File: src/rtl/dsp_mac_seq.sv
`timescale 1ns/1ps
`default_nettype none
// ============================================================================
//  Module      : dsp_mac_seq
//  Description : Dot-product sequencer driving a DSP48A1 slice configured as
//                a multiply-accumulator (A1REG=B1REG=MREG=PREG=1).
//                A transaction flushes the slice, streams len A/B pairs into
//                it, waits for the pipeline to drain and captures P.
//  Revision    : 1.0 - initial release
// ============================================================================
module dsp_mac_seq #(
  parameter int LEN_W    = 8,
  parameter int PIPE_LAT = 3
) (
  input  logic             CLK,
  input  logic             RST,

  input  logic             start,
  input  logic [LEN_W-1:0] len,
  output logic             busy,

  input  logic             in_valid,
  output logic             in_ready,
  input  logic [17:0]      in_a,
  input  logic [17:0]      in_b,

  output logic [17:0]      dsp_A,
  output logic [17:0]      dsp_B,
  output logic [7:0]       dsp_OPMODE,
  output logic             dsp_CE,
  output logic             dsp_RSTM,
  output logic             dsp_RSTP,
  input  logic [47:0]      dsp_P,

  output logic [47:0]      result,
  output logic             done
);

  // X = M, Z = P, pre-adder bypassed, post-adder adds, CARRYIN = 0.
  localparam logic [7:0] OPMODE_MAC  = 8'h09;
  localparam logic [7:0] OPMODE_IDLE = 8'h00;

  // Wait counter for the CLEAR and DRAIN phases counts 0 .. PIPE_LAT-1.
  localparam int              WAIT_W    = (PIPE_LAT > 1) ? $clog2(PIPE_LAT) : 1;
  localparam logic [WAIT_W-1:0] LAST_WAIT = WAIT_W'(PIPE_LAT - 1);

  typedef enum logic [2:0] {
    S_IDLE  = 3'd0,
    S_CLEAR = 3'd1,
    S_ACCUM = 3'd2,
    S_DRAIN = 3'd3,
    S_DONE  = 3'd4
  } state_t;

  state_t            state_q;
  logic [LEN_W:0]    cnt_q;      // one extra bit so len = 2^LEN_W-1 never wraps
  logic [LEN_W:0]    cnt_d;
  logic [LEN_W-1:0]  len_q;
  logic [WAIT_W-1:0] wait_q;
  logic [47:0]       result_q;
  logic              done_q;
  logic              in_ready_q;
  logic              busy_q;
  logic              ce_q;
  logic [7:0]        opmode_q;
  logic              rst_mp_q;   // shared by RSTM and RSTP
  logic              accept_w;

  // A pair is taken when the source offers one while the sequencer is ready.
  always_comb begin
    accept_w = in_valid & in_ready_q;
    cnt_d    = cnt_q + {{LEN_W{1'b0}}, accept_w};
  end

  // Operands reach the slice in the acceptance cycle; otherwise feed zeros so
  // M becomes zero and P simply holds its running sum.
  always_comb begin
    dsp_A = '0;
    dsp_B = '0;
    if (accept_w) begin
      dsp_A = in_a;
      dsp_B = in_b;
    end
  end

  // Sequencer FSM; all state-derived outputs are registered alongside state.
  always_ff @(posedge CLK or posedge RST) begin
    if (RST) begin
      state_q    <= S_IDLE;
      cnt_q      <= '0;
      len_q      <= '0;
      wait_q     <= '0;
      result_q   <= '0;
      done_q     <= 1'b0;
      in_ready_q <= 1'b0;
      busy_q     <= 1'b0;
      ce_q       <= 1'b0;
      opmode_q   <= OPMODE_IDLE;
      rst_mp_q   <= 1'b0;
    end else begin
      case (state_q)
        S_IDLE: begin
          done_q <= 1'b0;
          if (start) begin
            len_q    <= len;
            cnt_q    <= '0;
            wait_q   <= '0;
            busy_q   <= 1'b1;
            ce_q     <= 1'b1;
            opmode_q <= OPMODE_MAC;
            rst_mp_q <= 1'b1;
            state_q  <= S_CLEAR;
          end
        end

        // Hold RSTM/RSTP with zero operands long enough to flush every
        // pipeline stage, including anything left by an aborted transaction.
        S_CLEAR: begin
          if (wait_q == LAST_WAIT) begin
            wait_q   <= '0;
            rst_mp_q <= 1'b0;
            if (len_q == '0) begin
              state_q <= S_DRAIN;
            end else begin
              in_ready_q <= 1'b1;
              state_q    <= S_ACCUM;
            end
          end else begin
            wait_q <= wait_q + WAIT_W'(1);
          end
        end

        // Ready drops in the same edge that takes the final pair, so exactly
        // len pairs are ever accepted.
        S_ACCUM: begin
          cnt_q <= cnt_d;
          if (cnt_d == {1'b0, len_q}) begin
            in_ready_q <= 1'b0;
            state_q    <= S_DRAIN;
          end
        end

        // The last product needs PIPE_LAT cycles to land in P; capture it on
        // the final drain cycle.
        S_DRAIN: begin
          if (wait_q == LAST_WAIT) begin
            wait_q   <= '0;
            result_q <= dsp_P;
            done_q   <= 1'b1;
            state_q  <= S_DONE;
          end else begin
            wait_q <= wait_q + WAIT_W'(1);
          end
        end

        S_DONE: begin
          done_q   <= 1'b0;
          busy_q   <= 1'b0;
          ce_q     <= 1'b0;
          opmode_q <= OPMODE_IDLE;
          state_q  <= S_IDLE;
        end

        default: begin
          state_q    <= S_IDLE;
          done_q     <= 1'b0;
          in_ready_q <= 1'b0;
          busy_q     <= 1'b0;
          ce_q       <= 1'b0;
          opmode_q   <= OPMODE_IDLE;
          rst_mp_q   <= 1'b0;
        end
      endcase
    end
  end

  // Output mapping from the registered state.
  always_comb begin
    busy       = busy_q;
    in_ready   = in_ready_q;
    dsp_OPMODE = opmode_q;
    dsp_CE     = ce_q;
    dsp_RSTM   = rst_mp_q;
    dsp_RSTP   = rst_mp_q;
    result     = result_q;
    done       = done_q;
  end

endmodule
`default_nettype wire

File: config.mk
export PLATFORM = sky130hd
export DESIGN_NAME = dsp_mac_seq
export DESIGN_NICKNAME = d
export VERILOG_FILES = /design/src/rtl/dsp_mac_seq.sv
export SDC_FILE = /design/constraint.sdc
export NUM_CORES = 1
export LEC_CHECK = 0
export CORE_MARGIN = 2
export CORE_UTILIZATION = 35
export CTS_BUF_LIST = sky130_fd_sc_hd__clkbuf_4 sky130_fd_sc_hd__clkbuf_8
export DETAILED_ROUTE_END_ITERATION = 8
export PLACE_DENSITY = 0.76
export REMOVE_ABC_BUFFERS = 1
export SLEW_MARGIN = 20
export SYNTH_ARGS = -nofsm -noshare
export SYNTH_HDL_FRONTEND = slang
export SYNTH_SLANG_ARGS = --single-unit
File: constraint.sdc
create_clock -name CLK -period 2.6 [get_ports CLK]
set_clock_uncertainty 0.05 [all_clocks]
set_input_delay 0.52 -clock CLK [delete_from_list [all_inputs] [get_ports CLK]]
set_output_delay 0.52 -clock CLK [all_outputs]
set_load 0.02 [all_outputs]
==> impl_metrics.tcl <==
set metrics [dict create \
    status "completed" \
    powerDensity_nw_per_um2 1038 \
    holdCritPathClass "in2async" \
    placement_rows 36 \
    crit_fanout 3 \
    nFillCells 871 \
    postSynthRegisterBits 74 \
    critical_path.reg2reg.startpoint "in_ready$_DFFE_PP0P_" \
    synth_top_family_by_area "simple AND/OR/NAND/NOR gates" \
    detail_route.drc_violations 0 \
    placement.cell_area_um2 5579 \
    path_class "in2reg" \
    insertion_delay_ns 0.34 \
    finalMaxSlewViolations 0 \
    final_core_utilization_pct 59.90 \
    cpMaxStageDelayCell "sky130_fd_sc_hd__clkdlybuf4s50_1" \
    synth_enable_flop_cells 0 \
    routed_via_density 4.696 \
    core_area_um2 9819 \
    critPathMaxStageDelay_ns 0.50 \
    count_of_port_buffers_added_during_placement 187 \
    layout.cells.non_filler 726 \
    max_freq_mhz 405.4 \
    critical-path-top-cell-by-count "sky130_fd_sc_hd__ha_1" \
    yosysSeqAreaShare_pct 52.26 \
    antenna_cells_inserted 0 \
    nets 687 \
    post_synthesis_adder_cell_area_fraction_pct 0.7062 \
    antenna_violations_before_repair 0 \
    rr_worst_depth 9 \
    clock_sink_count 74 \
    data_arrival_critical_path_ns 2.64 \
    slew_headroom_pct 60.53 \
    synth_simple_gate_area_share_pct 29.63 \
    rsz0062_at_grt "no" \
    worst-slew-pin-transition_ns 0.5899 \
    crit_path_start "in_valid" \
    ctsRootBufferMaster "sky130_fd_sc_hd__clkbuf_8" \
    place_inst 711 \
    seqCellArea_um2 1852 \
    grt_pass1_wl_mm 17.68 \
    max-cap-violations 0 \
    drt_first_iter_violations 140 \
    grt_max_degree 50 \
    dp_hpwl_mm 7.890 \
    ctsHtreeMaxLevel 3 \
    timing.critical_path.to "in_ready$_DFFE_PP0P_" \
    cts_max_path_buffers 2 \
    most_numerous_cell_in_the_yosys_netlist "sky130_fd_sc_hd__nand2_1" \
    synth-xor-area-share_pct 3.178 \
    setup-violations-final 0 \
    synth_compound_gate_area_share_pct 6.568 \
    cts_hold_repair.buffers 0 \
    fin_crit_sh_pct 94.88 \
    post_synth_instance_area_um2 3543 \
    multiInputGateArea_um2 1538 \
    synthFlopType "sky130_fd_sc_hd__dfrtp_1" \
    setup.reg_to_reg.worst_slack_ns 0.46 \
    timing.critical_path.cells "clkdlybuf4s50_1 > and2_1 > ha_1 > ha_1 > nand3_2 > or2_4 > or3_1 > a311oi_2 > a31oi_1" \
    synthDominantCellAreaShare_pct 52.26 \
    static_leakage_uw 0.003215 \
    netlist_instances 401 \
    crit_reg_reg_endpoint "in_ready$_DFFE_PP0P_" \
    finalWorstPathRequiredPeriod_ns 2.467 \
    antenna_violating_nets_post_route 0 \
    post-layout-total-power_uw 6106 \
    yosys-top-cells-area "sky130_fd_sc_hd__dfrtp_1, sky130_fd_sc_hd__nand2_1, sky130_fd_sc_hd__and3_1" \
    drive_above_1_share_pct 8.094 \
    drtPass1Iterations 4 \
    ys_async_sr_fraction_pct 100.0 \
    routed-via-count 3409 \
    synth_top_cell_by_area "sky130_fd_sc_hd__dfrtp_1" \
    finalHoldViolCount 0 \
    final_design_area_no_fill_um2 5882 \
    cts_made_buffers 9 \
    areaGrowthSynthToFinish_pct 66.00 \
    die_height_um 104.6 \
    cts_tree "yes" \
    detail_route.wirelength_mm 10.72 \
    grt_pass1_vias 3598 \
    vdd_drop_max_v 0.0007426 \
    synth.lib_cells_used.distinct 42 \
    gp_congestion 0.8827 \
    muxShareOfSynthArea_pct 2.542 \
    synth_area_per_cell_um2 8.836 \
    worst_setup_path_start_kind "primary input" \
    synthesis.yosys.warnings 0 \
    starting_utilization_of_the_core_area_pct 36.09 \
    die-width_um 104.6 \
    num_ports 194 \
    grt.total_usage_pct 19.90 \
    critPathRequiredTime_ns 2.77 \
    worstSetupEndpointType "flip-flop" \
    post_drt_wl_per_cell_um 14.76 \
    fp.dieArea_um2 10950 \
    synth.top_cells.by_count "sky130_fd_sc_hd__nand2_1, sky130_fd_sc_hd__dfrtp_1, sky130_fd_sc_hd__and3_1, sky130_fd_sc_hd__clkbuf_1, sky130_fd_sc_hd__nor2_1" \
    overflow 0 \
    post_cts_clock_slew_at_the_launch_and_capture_registers_of_the_worst_setup_and_hold_paths_ns 0.08 \
]
==> worst max-delay path: cells and delay by family <==
| kind | cells | cell delay, ns |
|---|---|---|
| AOI/OAI and AO/OA | 2 | 0.40 |
| adders and majority gates | 2 | 0.38 |
| buffers and inverters | 1 | 0.50 |
| and+or+nand+nor | 4 | 0.83 |
==> cell type report <==
type	instances	share of cell area, %
clock buffer	9	2.106
inverter	5	0.3191
clock inverter	6	1.574
timing repair buffer	203	35.55
multi-input combinational	296	26.14
sequential	74	31.48
tap	133	2.829
==> registers in the layout, summed over array words and instances, names as in the netlist <==
signal and flops:
cnt_q 9, in_ready 1, dsp_OPMODE 1, state_q 3, len_q 8, result 48
done 1, dsp_RSTM 1, wait_q 2
==> metal layers <==
metal | up-vias | wire length [um] | track usage, %
li1 | 1674 | - | -
met1 | 1604 | 4331 | 22.74
met2 | 119 | 5264 | 33.89
met3 | 12 | 970 | 8.546
met4 | 0 | 149 | 5.905
met5 | - | 0 | 0
==> how the worst min path moves through the flow <==
| stage | from | to | slack [ns] | depth (start not counted) |
|---|---|---|---|---|
| 3_5_place_dp | result[0]$_DFFE_PP0P_ | result[0]$_DFFE_PP0P_ | 0.41 | 2 |
| 3_3_place_gp | result[5]$_DFFE_PP0P_ | result[5]$_DFFE_PP0P_ | 0.41 | 2 |
| 2_1_floorplan | cnt_q[0]$_DFFE_PP0P_ | cnt_q[0]$_DFFE_PP0P_ | 0.42 | 1 |
| 5_1_grt | RST | result[31]$_DFFE_PP0P_ | 0.30 | 2 |
| 6_report | RST | result[31]$_DFFE_PP0P_ | 0.29 | 2 |
| 4_1_cts | RST | result[31]$_DFFE_PP0P_ | 0.28 | 2 |
==> through the flow <==
stage	hold slack, ns	setup TNS (ns)	worst slack [ns]
detailed placement	0.4112	-1.606	-0.2123
floorplan	0.4225	-16.71	-0.3404
global placement	0.4063	-0.7307	-0.1491
finish	0.2943	0	0.1331
CTS	0.2810	0	0.001185
global route	0.2968	0	0.02245
==> cell usage in the layout, fill, tap and decap left out, types with 4 or more instances in the layout <==
cell	n
sky130_fd_sc_hd__nor2_1	16
sky130_fd_sc_hd__nand2_1	155
sky130_fd_sc_hd__dfrtp_1	74
sky130_fd_sc_hd__o21ai_0	12
sky130_fd_sc_hd__conb_1	6
sky130_fd_sc_hd__dlymetal6s2s_1	33
sky130_fd_sc_hd__xnor2_1	10
sky130_fd_sc_hd__inv_1	4
sky130_fd_sc_hd__and3_1	38
sky130_fd_sc_hd__clkbuf_8	9
sky130_fd_sc_hd__mux2_2	8
sky130_fd_sc_hd__buf_4	14
sky130_fd_sc_hd__clkdlybuf4s50_1	151
==> timing repair <==
| item | 4_1_cts | 5_1_grt |
|---|---|---|
| pin swaps | 0 | 1 |
| buffers inserted | 0 | 0 |
| setup endpoints to repair | 36 | 33 |
| gates resized for setup | 4 | 34 |
==> power by group <==
| part | internal [uW] | leakage (uW) | total, uW | switching [uW] |
|---|---|---|---|---|
| clock | 538 | 0.000102 | 979 | 441 |
| sequential | 1670 | 0.000899 | 2030 | 360 |
| combinational | 1490 | 0.00221 | 3100 | 1610 |
==> logic make-up after synthesis <==
family          Yosys count
compound gates           34
other cells               1
buf+inv                  36
mux                       8
flops                    74
fa+ha+maj                 2
simple gates            235
xor+xnor                 11
Power figures use the tool's default switching activity.
